--- src/rtl/fpx_mul_pipe.sv ---
// Three-stage {sign, exp, frac} multiplier with round-to-nearest-even.
// No subnormals or Inf/NaN; overflow saturates, underflow flushes to zero.
module fpx_mul_pipe #(
    parameter int EXP_W = 4,
    parameter int MAN_W = 3,
    parameter int BIAS  = 7
) (
    input  logic                   clk,
    input  logic                   rst,
    input  logic                   in_valid,
    output logic                   in_ready,
    input  logic [EXP_W+MAN_W:0]   a,
    input  logic [EXP_W+MAN_W:0]   b,
    output logic                   out_valid,
    input  logic                   out_ready,
    output logic [EXP_W+MAN_W:0]   out_data,
    output logic                   out_ovf,
    output logic                   out_unf,
    output logic                   out_zero
);

    localparam int W  = 1 + EXP_W + MAN_W;
    localparam int PW = 2 * MAN_W + 2;
    localparam int EW = EXP_W + 2;
    localparam int XW = EXP_W + 3;
    localparam logic [XW-1:0] EMAX = XW'((1 << EXP_W) - 1);

    logic advance;

    assign advance  = !out_valid || out_ready;
    assign in_ready = advance;

    // S1: unpack and multiply
    logic             sa, sb;
    logic [EXP_W-1:0] ea, eb;
    logic [MAN_W-1:0] fa, fb;
    logic             s1_zero_d;
    logic [EW-1:0]    s1_e_d;
    logic [PW-1:0]    s1_p_d;

    assign sa = a[W-1];
    assign sb = b[W-1];
    assign ea = a[W-2 -: EXP_W];
    assign eb = b[W-2 -: EXP_W];
    assign fa = a[MAN_W-1:0];
    assign fb = b[MAN_W-1:0];

    assign s1_zero_d = (ea == '0) || (eb == '0);
    assign s1_e_d    = {2'b00, ea} + {2'b00, eb} - EW'(BIAS);
    assign s1_p_d    = PW'({1'b1, fa}) * PW'({1'b1, fb});

    logic          s1_valid;
    logic          s1_sign;
    logic          s1_zero;
    logic [EW-1:0] s1_e;
    logic [PW-1:0] s1_p;

    // S2: normalise, round, classify
    logic             msb;
    logic [MAN_W-1:0] frac;
    logic             guard;
    logic             sticky;
    logic             rnd;
    logic [MAN_W:0]   fr;
    logic [XW-1:0]    e_f;
    logic             ovf;
    logic             unf;

    assign msb    = s1_p[PW-1];
    assign frac   = msb ? s1_p[PW-2 -: MAN_W] : s1_p[PW-3 -: MAN_W];
    assign guard  = msb ? s1_p[PW-2-MAN_W] : s1_p[PW-3-MAN_W];
    assign sticky = msb ? |s1_p[PW-3-MAN_W:0] : |s1_p[PW-4-MAN_W:0];
    assign rnd    = guard && (sticky || frac[0]);
    assign fr     = {1'b0, frac} + {{MAN_W{1'b0}}, rnd};

    // A rounding carry leaves fr = 1.000..., so its low bits are already 0
    assign e_f = {s1_e[EW-1], s1_e}
               + {{(XW-1){1'b0}}, msb}
               + {{(XW-1){1'b0}}, fr[MAN_W]};

    assign ovf = !e_f[XW-1] && (e_f > EMAX);
    assign unf = e_f[XW-1] || (e_f == '0);

    logic [EXP_W-1:0] n_exp;
    logic [MAN_W-1:0] n_frac;
    logic             n_ovf;
    logic             n_unf;
    logic             n_zero;

    always_comb begin
        n_exp  = '0;
        n_frac = '0;
        n_ovf  = 1'b0;
        n_unf  = 1'b0;
        n_zero = 1'b0;
        if (s1_zero) begin
            n_zero = 1'b1;
        end else if (ovf) begin
            n_exp  = '1;
            n_frac = '1;
            n_ovf  = 1'b1;
        end else if (unf) begin
            n_unf  = 1'b1;
            n_zero = 1'b1;
        end else begin
            n_exp  = e_f[EXP_W-1:0];
            n_frac = fr[MAN_W-1:0];
        end
    end

    logic         s2_valid;
    logic [W-1:0] s2_data;
    logic         s2_ovf;
    logic         s2_unf;
    logic         s2_zero;

    // All stages share one enable so a stall freezes the whole pipe
    always_ff @(posedge clk or posedge rst) begin
        if (rst) begin
            s1_valid  <= 1'b0;
            s1_sign   <= 1'b0;
            s1_zero   <= 1'b0;
            s1_e      <= '0;
            s1_p      <= '0;
            s2_valid  <= 1'b0;
            s2_data   <= '0;
            s2_ovf    <= 1'b0;
            s2_unf    <= 1'b0;
            s2_zero   <= 1'b0;
            out_valid <= 1'b0;
            out_data  <= '0;
            out_ovf   <= 1'b0;
            out_unf   <= 1'b0;
            out_zero  <= 1'b0;
        end else if (advance) begin
            s1_valid  <= in_valid;
            s1_sign   <= sa ^ sb;
            s1_zero   <= s1_zero_d;
            s1_e      <= s1_e_d;
            s1_p      <= s1_p_d;
            s2_valid  <= s1_valid;
            s2_data   <= {s1_sign, n_exp, n_frac};
            s2_ovf    <= n_ovf;
            s2_unf    <= n_unf;
            s2_zero   <= n_zero;
            out_valid <= s2_valid;
            out_data  <= s2_data;
            out_ovf   <= s2_ovf;
            out_unf   <= s2_unf;
            out_zero  <= s2_zero;
        end
    end

endmodule

--- config.mk ---
export PLATFORM = sky130hd
export DESIGN_NAME = fpx_mul_pipe
export DESIGN_NICKNAME = d
export VERILOG_FILES = /design/src/rtl/fpx_mul_pipe.sv
export SDC_FILE = /design/constraint.sdc
export NUM_CORES = 1
export LEC_CHECK = 0
export BUFFER_PORTS_ARGS = -buffer_cell sky130_fd_sc_hd__clkbuf_2
export CORE_UTILIZATION = 45
export CTS_BUF_LIST = sky130_fd_sc_hd__clkbuf_16
export CTS_CLUSTER_SIZE = 28
export DETAILED_ROUTE_END_ITERATION = 10
export SYNTH_ARGS = -nofsm -noshare
export SYNTH_HDL_FRONTEND = slang
export SYNTH_SLANG_ARGS = --single-unit
--- constraint.sdc ---
create_clock -name clk -period 4.4 [get_ports clk]
set_clock_uncertainty 0.1 [all_clocks]
set_input_delay 1.1 -clock clk [delete_from_list [all_inputs] [get_ports clk]]
set_output_delay 1.1 -clock clk [all_outputs]
set_load 0.05 [all_outputs]
Word-level counts from Yosys, hierarchy flattened
Cells that the tools add are included.
W data, S select, Z words.
{"block": "classes", "muxes": 15, "add_sub_neg": 5, "n_reduce_logical": 13, "bitwise_logic": 1, "n_mul": 1, "n_lt_le_gt_ge": 1}
{"cell": "$mux W3", "n": 4}
{"cell": "$mux W4", "n": 3}
{"cell": "$logic_not A4 Y1", "n": 2}
{"cell": "$mul A4 B4 Y8", "n": 1}
{"cell": "$mux W1", "n": 8}
{"cell": "$add A6 B2 Y7", "n": 1}
{"cell": "$add A7 B1 Y7", "n": 1}
{"cell": "$gt A7 B4 Y1 const B", "n": 1}
{"cell": "$logic_not A7 Y1", "n": 1}
{"cell": "$sub A5 B3 Y6 const B", "n": 1}
{"cell": "$add A4 B4 Y5", "n": 1}
{"cell": "$add A3 B1 Y4", "n": 1}
{"cell": "$logic_or A1 B1 Y1", "n": 4}
{"cell": "$reduce_or A3 Y1", "n": 1}
{"cell": "$logic_and A1 B1 Y1", "n": 2}
{"cell": "$logic_not A1 Y1", "n": 2}
{"cell": "$reduce_or A2 Y1", "n": 1}
{"cell": "$xor A1 B1 Y1", "n": 1}
{"block": "word_totals", "output_inout_bits": 13, "in_bits": 20, "ff_bits": 41}

Longest topological paths before layout
{"block": "logic_depth", "ltp_word": 11, "ltp_mapped": 11, "ltp_nobuf": 10}

Worst setup path after synthesis
Ideal clock, no wire load.
{"block": "synth_path", "path_type": "in2reg", "start": "input port a[1]", "end": "register s1_p[7]", "setup_ns": 0.136, "t_arrival_ns": 3.435, "stages": 10, "n_path_buf": 0, "required_ns": 4.164, "setup_slack_ns": 0.729, "path_cell_list": "and2_1 -> fa_1 -> inv_1 -> fa_1 -> inv_1 -> ha_1 -> a21o_1 -> a31oi_1 -> nor4_1 -> or3b_2"}
{"block": "synth_via", "elab_chain_cells": 1}
{"item": "start: declaration", "line": "12", "source": "input logic [EXP_W+MAN_W:0] a,"}
{"item": "$mul A4 B4 Y8", "line": "50", "source": "assign s1_p_d = PW'({1'b1, fa}) * PW'({1'b1, fb});"}
{"item": "end signal: assignment", "line": "140", "source": "s1_p <= s1_p_d;"}
{"item": "end: declaration", "line": "56", "source": "logic [PW-1:0] s1_p;"}
No other way between the ends.
A chain may end at the register's enable or synchronous reset.

Worst setup path after layout
Same ends and word-level chain as after synthesis.

==> results.md <==
- Outcome: completed
- Pin slew with the least headroom to its limit: 0.943 ns
- Initial DRT Pass Iterations: 4
- Detailed Route WL: 4.08 mm
- Final net count: 340
- GPL Wtd Cong: 0.831
- Hold Path Depth: 2
- Area share of xor/xnor cells in the synthesized design: under 10%
- RSZ-0062 raised after global routing: no
- Setup Fix Bufs, Post-CTS: 0
- Largest cells by area after synthesis: dfrtp_1 43%, nand2_1 12%, ha_1 10%
- FF-to-FF End: s2_unf
- Antenna viol nets, final: 0
- Layout area overhead: 15.6%
- Vias in the first global route: roughly 1700
- Post-synth top area cell: dfrtp_1
- Sinks on Clock Net: 41
- Port Buffers: 32
- Synth Flop Type: dfrtp_1
- Via density per instance: 4.84
- Slew HR: between 30% and 40%
- DR iter-0 viols: 66
- Clk_lat worst skew: 0.28 ns
- First-pass GRT wire length: ~7 mm
- Root Buffer: clkbuf_16
- Yosys Warn Count: 0
- Post-CTS sizing: 0
- Die Y: about 75 um
- Largest family of logic cells by synthesized area: simple AND/OR/NAND/NOR gates
- Most frequent cells after synthesis: 78 x nand2_1, 41 x dfrtp_1, 20 x ha_1, 19 x inv_1, 9 x o21ai_0
- P per Cell Area: approximately 600 nW/um^2
- Worst R2R Setup Slack: 1.64 ns
- Max-slew violation count: 0
- Req. time, crit path: 4.45 ns
- Site Rows: 26
- Tmin final: 3.64 ns
- Unique masters post-synth: 39
- Synthesized area per cell: 9.28 um^2
- TritonCTS clock tree: yes
- Hold/Removal Path Class: reg2reg
- FILL cells: 513
- Leakage power: ~1.5 nW
- Post-synthesis sequential area ratio: 42.5%
- EDFF count, synth: 0
- Syn Inst Count: 260
- # DRC: 0
- Total chip power: approximately 1.7 mW
- Max cap viols: 0
- # IOs: 33
- Vias: 1762
- Mapped Area: 2410 um^2
- Cell count of the worst reg-to-reg path: 10
- Top-area cell type share of the netlist area: 42.5%
- Final setup fails: 0
- Total grt overflow: 0
- DIE WIDTH: 75.2 um
- Worst setup SP type: input port
- Area of the multi-input gates: around 1300 um^2
- Worst vdd ir: 0.275 mV
- Worst reg2reg startpoint: s1_p[7]
- CORE AREA: 5140 um^2
- Max FO, Critical Path: 4
- Hold_buf cts: 0
- Area taken by flip-flops and latches: 1030 um^2
- Synth Area in Simple Gates: 22.3%
- Largest net degree at the start of global routing: 42
- Clk pin slew, worst setup/hold paths: 0.06 ns
- CTS Buf Count: 5
- Complex-gate fraction of the synthesized area: 10.2%
- Initial antenna violation count: 0
- Hold EP: out_ovf
- Final hold slack: between 0.3 and 0.4 ns
- Placed cells: around 360
- Post-synthesis sequential element count: 41
- Maximum clock insertion buffer count: 2
- Async set or reset register ratio after synthesis: 100%
- Mux cell area share after synthesis: 0.829%
- CP endpoint kind: flop
- Fmax: 0.275 GHz
- Total Routing Usage GR: 17.0%
- Final Instance Count excl. Fillers: around 360
- Final hold violations: 0
- Htree depth: 2
- Routed len/inst: 11.2 um
- Hold_sp: out_ovf
- DP HPWL: 3.05 mm
- Initial core utilization: 47.0%
- TNS Setup: 0 ns
- Most common cell in the netlist: nand2_1
- Post-Synthesis Net Count: ~300
- Share of cells above drive strength 1: 17.7%
- CP Class: in2reg
- Inserted Diodes: 0
- Area share of fa/ha/maj cells after synthesis: 16.2%
- Critical Path AT: between 3 and 4 ns
- Crit share post-route: 82.7%
- Full die area: between 5000 and 6000 um^2
-- cell families after synthesis --
| family | count (synthesis) |
|---|---|
| muxes | 2 |
| xor gates and xnor gates | 9 |
| and+or+nand+nor | 117 |
| AOI/OAI and AO/OA | 35 |
| buffers and inverters | 29 |
| DFF | 41 |
| adders and majority gates | 27 |
-- stage by stage --
step / worst slack (ns) / utilization, % / area [um^2]
6_report: 0.761 / 54.3 / 2790
3_3_place_gp: 0.505 / 51.5 / 2650
2_1_floorplan: 0.729 / - / 2410
3_5_place_dp: 0.467 / 51.5 / 2650
5_1_grt: 0.640 / 54.3 / 2790
4_1_cts: 0.763 / 54.3 / 2790
-- final cells by class --
| cell class | instances | share of cell area (%) |
|---|---|---|
| inverter | 20 | 2.69 |
| multi-input combinational | 190 | 45.7 |
| tap | 70 | 3.14 |
| clock buffer | 5 | 4.48 |
| sequential | 41 | 36.8 |
| clock inverter | 3 | 0.628 |
| timing repair buffer | 35 | 6.55 |
-- sequential cells by signal, indices dropped and copies added, names as in the netlist --
signal     count
out_data       8
s1_p           8
s2_data        8
s1_e           6
out_ovf        1
out_unf        1
out_valid      1
out_zero       1
s1_sign        1
s1_valid       1
s1_zero        1
s2_ovf         1
s2_unf         1
s2_valid       1
s2_zero        1
-- routing by layer --
layer / vias up / track usage, % / routed length, um
li1: 925 / - / -
met1: 802 / 21.8 / 2040
met2: 31 / 27.4 / 1870
met3: 4 / 4.42 / 111
met4: 0 / 6.79 / 66
met5: - / 0 / 0
-- power by group --
group | total (mW) | internal (mW) | switching [mW]
registers | 0.630 | 0.528 | 0.102
logic | 0.695 | 0.231 | 0.464
clock network | 0.348 | 0.208 | 0.141
-- placed cells by master (no fill, tap or decap), types with 2 or more instances in the layout --
cell type | netlist | final
a211oi_1 | 2 | 2
a21o_1 | 4 | 4
a21oi_1 | 7 | 7
a22oi_1 | 4 | 4
and2_1 | 7 | 7
buf_4 | 0 | 3
clkbuf_16 | 0 | 5
clkbuf_2 | 0 | 32
clkinv_2 | 0 | 2
dfrtp_1 | 41 | 41
fa_1 | 7 | 7
ha_1 | 20 | 20
inv_1 | 19 | 19
mux2i_1 | 2 | 2
nand2_1 | 78 | 78
nand2b_1 | 2 | 2
nand3_1 | 2 | 2
nand3b_1 | 4 | 4
nor2_1 | 7 | 7
nor3_1 | 3 | 3
nor3b_1 | 2 | 2
nor4_1 | 3 | 3
o211ai_1 | 3 | 3
o21ai_0 | 9 | 9
or3b_2 | 2 | 2
xnor2_1 | 4 | 4
xor2_1 | 5 | 5
-- worst max path at each step --
stage	start	to
global route	a[1]	s1_p[7]
global placement	a[1]	s1_p[7]
finish	a[1]	s1_p[7]
detailed placement	a[1]	s1_p[7]
floorplan	a[1]	s1_p[7]
CTS	a[1]	s1_p[7]
-- critical path, cell delays in order --
cell	delay (ns)
clkbuf_2	0.11
and2_1	0.17
fa_1	0.50
inv_1	0.05
fa_1	0.49
inv_1	0.06
ha_1	0.28
a21o_1	0.17
a31oi_1	0.24
nor4_1	0.07
or3b_2	0.45
No activity file was read; power rests on OpenSTA's default activity.
